## config.mk

```make
export PLATFORM = sky130hd
export DESIGN_NAME = serial_addsub
export DESIGN_NICKNAME = d
export VERILOG_FILES = /design/src/rtl/serial_addsub.sv
export SDC_FILE = /design/constraint.sdc
export NUM_CORES = 1
export LEC_CHECK = 0
export CELL_PAD_IN_SITES_DETAIL_PLACEMENT = 1
export CELL_PAD_IN_SITES_GLOBAL_PLACEMENT = 1
export CORE_ASPECT_RATIO = 1.2
export CORE_MARGIN = 2
export CORE_UTILIZATION = 29
export CTS_BUF_LIST = sky130_fd_sc_hd__clkbuf_8
export DETAILED_ROUTE_END_ITERATION = 6
export PLACE_DENSITY = 0.68
export SKIP_CTS_REPAIR_TIMING = 1
export SYNTH_ARGS = -nofsm -noshare
export SYNTH_HDL_FRONTEND = slang
export SYNTH_SLANG_ARGS = --single-unit
```

## constraint.sdc

```tcl
create_clock -name clk -period 3.5 [get_ports clk]
set_clock_uncertainty 0.05 [all_clocks]
set_input_delay 0.7 -clock clk [delete_from_list [all_inputs] [get_ports clk]]
set_output_delay 0.7 -clock clk [all_outputs]
set_load 0.02 [all_outputs]
```

## src/rtl/serial_addsub.sv

```systemverilog
// Bit-serial adder/subtractor: one full-adder cell, LSB first, WIDTH cycles per result.
// Optional macro SERIAL_ADDSUB_OVF_EN enables the signed overflow flag (ovf tied low otherwise).
//
// state | meaning
// IDLE  | waiting for start
// RUN   | one operand bit per cycle through the full-adder cell
// DONE  | result registered, done pulse; start here chains straight into RUN
module serial_addsub #(
   parameter int WIDTH = 8
) (
   input  logic             clk,
   input  logic             reset,
   input  logic             start,
   input  logic             sub,
   input  logic [WIDTH-1:0] a,
   input  logic [WIDTH-1:0] b,
   output logic             busy,
   output logic             done,
   output logic [WIDTH-1:0] sum,
   output logic             cout,
   output logic             ovf
);

   localparam int CW = (WIDTH > 1) ? $clog2(WIDTH) : 1;

   typedef enum logic [1:0] {IDLE, RUN, DONE} state_t;

   state_t           state;
   logic [WIDTH-1:0] a_sh;
   logic [WIDTH-1:0] b_sh;
   logic [WIDTH-1:0] s_sh;
   logic [WIDTH-1:0] s_nxt;
   logic [CW-1:0]    cnt;
   logic             carry;
   logic             bit_s;
   logic             bit_c;
   logic             last;

   assign bit_s = a_sh[0] ^ b_sh[0] ^ carry;
   assign bit_c = (a_sh[0] & b_sh[0]) | (a_sh[0] & carry) | (b_sh[0] & carry);
   assign last  = (cnt == CW'(WIDTH - 1));

   // Sum bits enter at the MSB so the word is in place after WIDTH shifts.
   generate
      if (WIDTH == 1) begin : g_w1
         assign s_nxt = bit_s;
      end else begin : g_wn
         assign s_nxt = {bit_s, s_sh[WIDTH-1:1]};
      end
   endgenerate

   always_ff @(posedge clk) begin
      if (reset) begin
         state <= IDLE;
         busy  <= 1'b0;
         done  <= 1'b0;
         sum   <= '0;
         cout  <= 1'b0;
         a_sh  <= '0;
         b_sh  <= '0;
         s_sh  <= '0;
         cnt   <= '0;
         carry <= 1'b0;
      end else begin
         case (state)
            IDLE, DONE: begin
               done <= 1'b0;
               if (start) begin
                  a_sh  <= a;
                  b_sh  <= b ^ {WIDTH{sub}};
                  carry <= sub;
                  s_sh  <= '0;
                  cnt   <= '0;
                  busy  <= 1'b1;
                  state <= RUN;
               end else begin
                  busy  <= 1'b0;
                  state <= IDLE;
               end
            end
            RUN: begin
               a_sh  <= a_sh >> 1;
               b_sh  <= b_sh >> 1;
               s_sh  <= s_nxt;
               carry <= bit_c;
               cnt   <= cnt + CW'(1);
               if (last) begin
                  sum   <= s_nxt;
                  cout  <= bit_c;
                  busy  <= 1'b0;
                  done  <= 1'b1;
                  state <= DONE;
               end
            end
            default: begin
               busy  <= 1'b0;
               done  <= 1'b0;
               state <= IDLE;
            end
         endcase
      end
   end

`ifdef SERIAL_ADDSUB_OVF_EN
   // On the final bit the carry register holds the carry into the MSB.
   logic ovf_q;

   always_ff @(posedge clk) begin
      if (reset) begin
         ovf_q <= 1'b0;
      end else if (state == RUN && last) begin
         ovf_q <= carry ^ bit_c;
      end
   end

   assign ovf = ovf_q;
`else
   assign ovf = 1'b0;
`endif

endmodule

```

==> results by group <==
Run status
  – Status: finished clean

Power
  – Worst vdd ir: 0.187 mV
  – Pwr per Cell Area: 467 nW/um^2
  – Leakage: 0.706 nW

GRT
  – First-pass GRT wire length: 6090 um
  – Global routing's busiest layer: met2
  – Initial antenna violation count: 0
  – GRT Util Overall: 12.3%
  – GRT met2 Usage: between 10% and 20%
  – Vias in the first global route: about 1300
  – Gr ovfl total: 0
  – Met3 Track Usage GR: 3.13%
  – Largest net degree at the start of global routing: 31
  – Global-route track usage on met1: 15.7%

Clock tree
  – Clock transition at path regs: approximately 0.08 ns
  – Max Root-Sink Buffers: 2
  – H-tree Lvls: 2
  – Clock latency on the worst-skew pair: 0.29 ns
  – TritonCTS clock tree: yes
  – CTS Buf Count: 5
  – CTS root buf: clkbuf_8
  – Number of clock sinks: 40

Floorplan
  – Die width: 73.2 um
  – Row Count: 30
  – I/O Pins: 32
  – Die Area: 6360 sq um
  – Core Area: 5590 sq um
  – Starting Density: 29.8%
  – Die Y: ~87 um

Cells and area
  – Area Overhead vs Synth: 24.2%
  – Layout cells sized above 1: 5.61%
  – N_diodes: 0
  – Fin nets: 236

Setup path
  – WP buf/inv: 1
  – Instance count on the critical path: 1
  – Required time worst endpoint: between 2 and 3 ns
  – Crit-path leading delay family: buffers and inverters
  – Crit. End Element: output port
  – CP arrival: 1.24 ns
  – Setup CP Type: flip-flop to output port
  – Max stage delay on crit path: 0.61 ns
  – Max Fanout on Critical Path: 2
  – R2R cell count: 4
  – CP Launch Type: flip-flop
  – Worst path cell trace: clkdlybuf4s50_1
  – Critical Path Slowest Stage Cell: clkdlybuf4s50_1

Synthesis
  – Warnings from Yosys: 0
  – Share of the synthesized area in the top cell type: 48.1%
  – Register area share after synthesis: 48.1%
  – Number of synthesized flops with an enable pin: 0
  – Ys flop type: dfxtp_1
  – Top-count cell post-synth: dfxtp_1
  – Yosys cell types: 21
  – Post-synth top cells: 40 x dfxtp_1, 37 x a21oi_1, 36 x nand3_1
  – Mapped Nets: about 210
  – Synth Register Bits: 40
  – Syn_area_per_cell: 8.71 sq um
  – Asr flop ratio synth: 0%
  – Synth top area cells: dfxtp_1 48%, a21oi_1 11%, nand3_1 11%
  – Gate Count Post-Synth: 191
  – Cell taking the most area after synthesis: dfxtp_1
  – Mapped cell area: 1660 sq um

Place
  – Gpl congestion: 0.681
  – Place WS: 1.22 ns
  – Final HPWL DP: 2360 um
  – IO buf count: 30

Min path
  – HP Class: flip-flop to flip-flop
  – Hold path cells: 2

STA
  – Max-slew violation count: 0
  – Worst slew pin tran: 1.17 ns
  – Final hold slack: roughly 0.41 ns
  – Slew HR: 21.9%
  – Setup TNS Final: 0 ns
  – Endpoints failing setup: 0
  – Fin worst setup slack: 1.51 ns
  – Peak Freq: 0.503 GHz
  – Crit path time final: between 1.5 and 2 ns
  – RSZ-0062 raised after global routing: false
  – Fin crit share: a little under three fifths
  – Hold Fails Final Rpt: 0

Run
  – Max_cap viols: 0

Detailed routing
  – Drc violations: 0
  – Via count: 1388
  – Via-per-instance ratio: 4.99
  – 1st-iter DRT viols: 49
  – Routed Antenna Nets: 0
  – Final WL: 3640 um
  – Drt pass-1 iters: 4
  – Post-DR wirelength/cell: 13.1 um
## flip-flops by register name, indices dropped and copies added (netlist names)
signal / cells
a_sh: 8
busy: 1
b_sh: 8
done: 1
s_sh: 7
sum: 8
cout: 1
cnt: 3
state: 2
carry: 1
## worst min-delay path, stage by stage, from the launching register on
cell and delay [ns]:
dfxtp_1 0.31, nand2_1 0.05, a21oi_1 0.05
## logic make-up (layout without fill, tap and decap cells)
kind of cell             after synthesis  count (layout)  share of synthesized area (%)
AO/OA/AOI/OAI                         53              53                           18.3
flip-flops                            40              40                           48.1
XOR/XNOR                               8               8                           4.21
buffers and inverters                 19              42                           7.07
other                                  1               1                          0.225
adder cells (fa/ha/maj)                3               3                           2.71
AND/OR/NAND/NOR                       67              67                           19.3
## placed cells by master (no fill, tap or decap)
master,instances
nand2_1,20
clkdlybuf4s50_1,30
nor3b_1,1
xor2_1,8
dfxtp_1,40
fa_1,1
nand3b_1,2
ha_1,2
clkinv_2,1
inv_1,1
nor2b_1,1
a22oi_1,15
buf_4,4
nand2b_1,3
nor2_1,2
conb_1,1
nor3_1,1
o21a_1,1
bufinv_16,1
clkbuf_8,5
nor2b_2,1
nand3_1,36
a21oi_1,37
## per-layer routing
layer  vias up  wire [um]
li1        710          -
met1       644       1770
met2        30       1690
met3         4        141
met4         0         40
met5         -          0
## path summary, 6_finish.rpt
| path | startpoint | to | slack [ns] |
|---|---|---|---|
| worst max register to register | state[0]$_SDFFE_PP0P_ | sum[6]$_SDFFE_PP0P_ | 1.73 |
| worst min register to register | sum[4]$_SDFFE_PP0P_ | sum[4]$_SDFFE_PP0P_ | 0.41 |
| worst min-delay path | sum[4]$_SDFFE_PP0P_ | sum[4]$_SDFFE_PP0P_ | 0.41 |
| worst max-delay path | busy$_SDFFE_PP0P_ | busy | 1.51 |
## through the flow
stage	instance area, sq um	utilization (%)	total power, mW	cells
CTS	2070	37.0	0.984	278
detailed placement	1960	35.0	0.609	270
global placement	1960	35.0	0.608	270
floorplan	1660	-	0.573	191
finish	2070	37.0	0.964	278
global route	2070	37.0	1.01	278
## report_power, final
group          leakage [nW]  switching, mW  internal [mW]  total [mW]
Combinational         0.321         0.0631         0.0491       0.112
Sequential            0.326         0.0113          0.473       0.485
Clock                0.0593          0.159          0.209       0.367
Total                 0.706          0.233          0.731       0.964
## final cells by class
| type | instances | area, sq um |
|---|---|---|
| multi-input combinational | 132 | 748 |
| fill | 651 | 3530 |
| tap | 64 | 80.1 |
| clock buffer | 5 | 68.8 |
| clock inverter | 3 | 38.8 |
| sequential | 40 | 801 |
| timing repair buffer | 34 | 330 |
(Power assumes the default switching activity.)
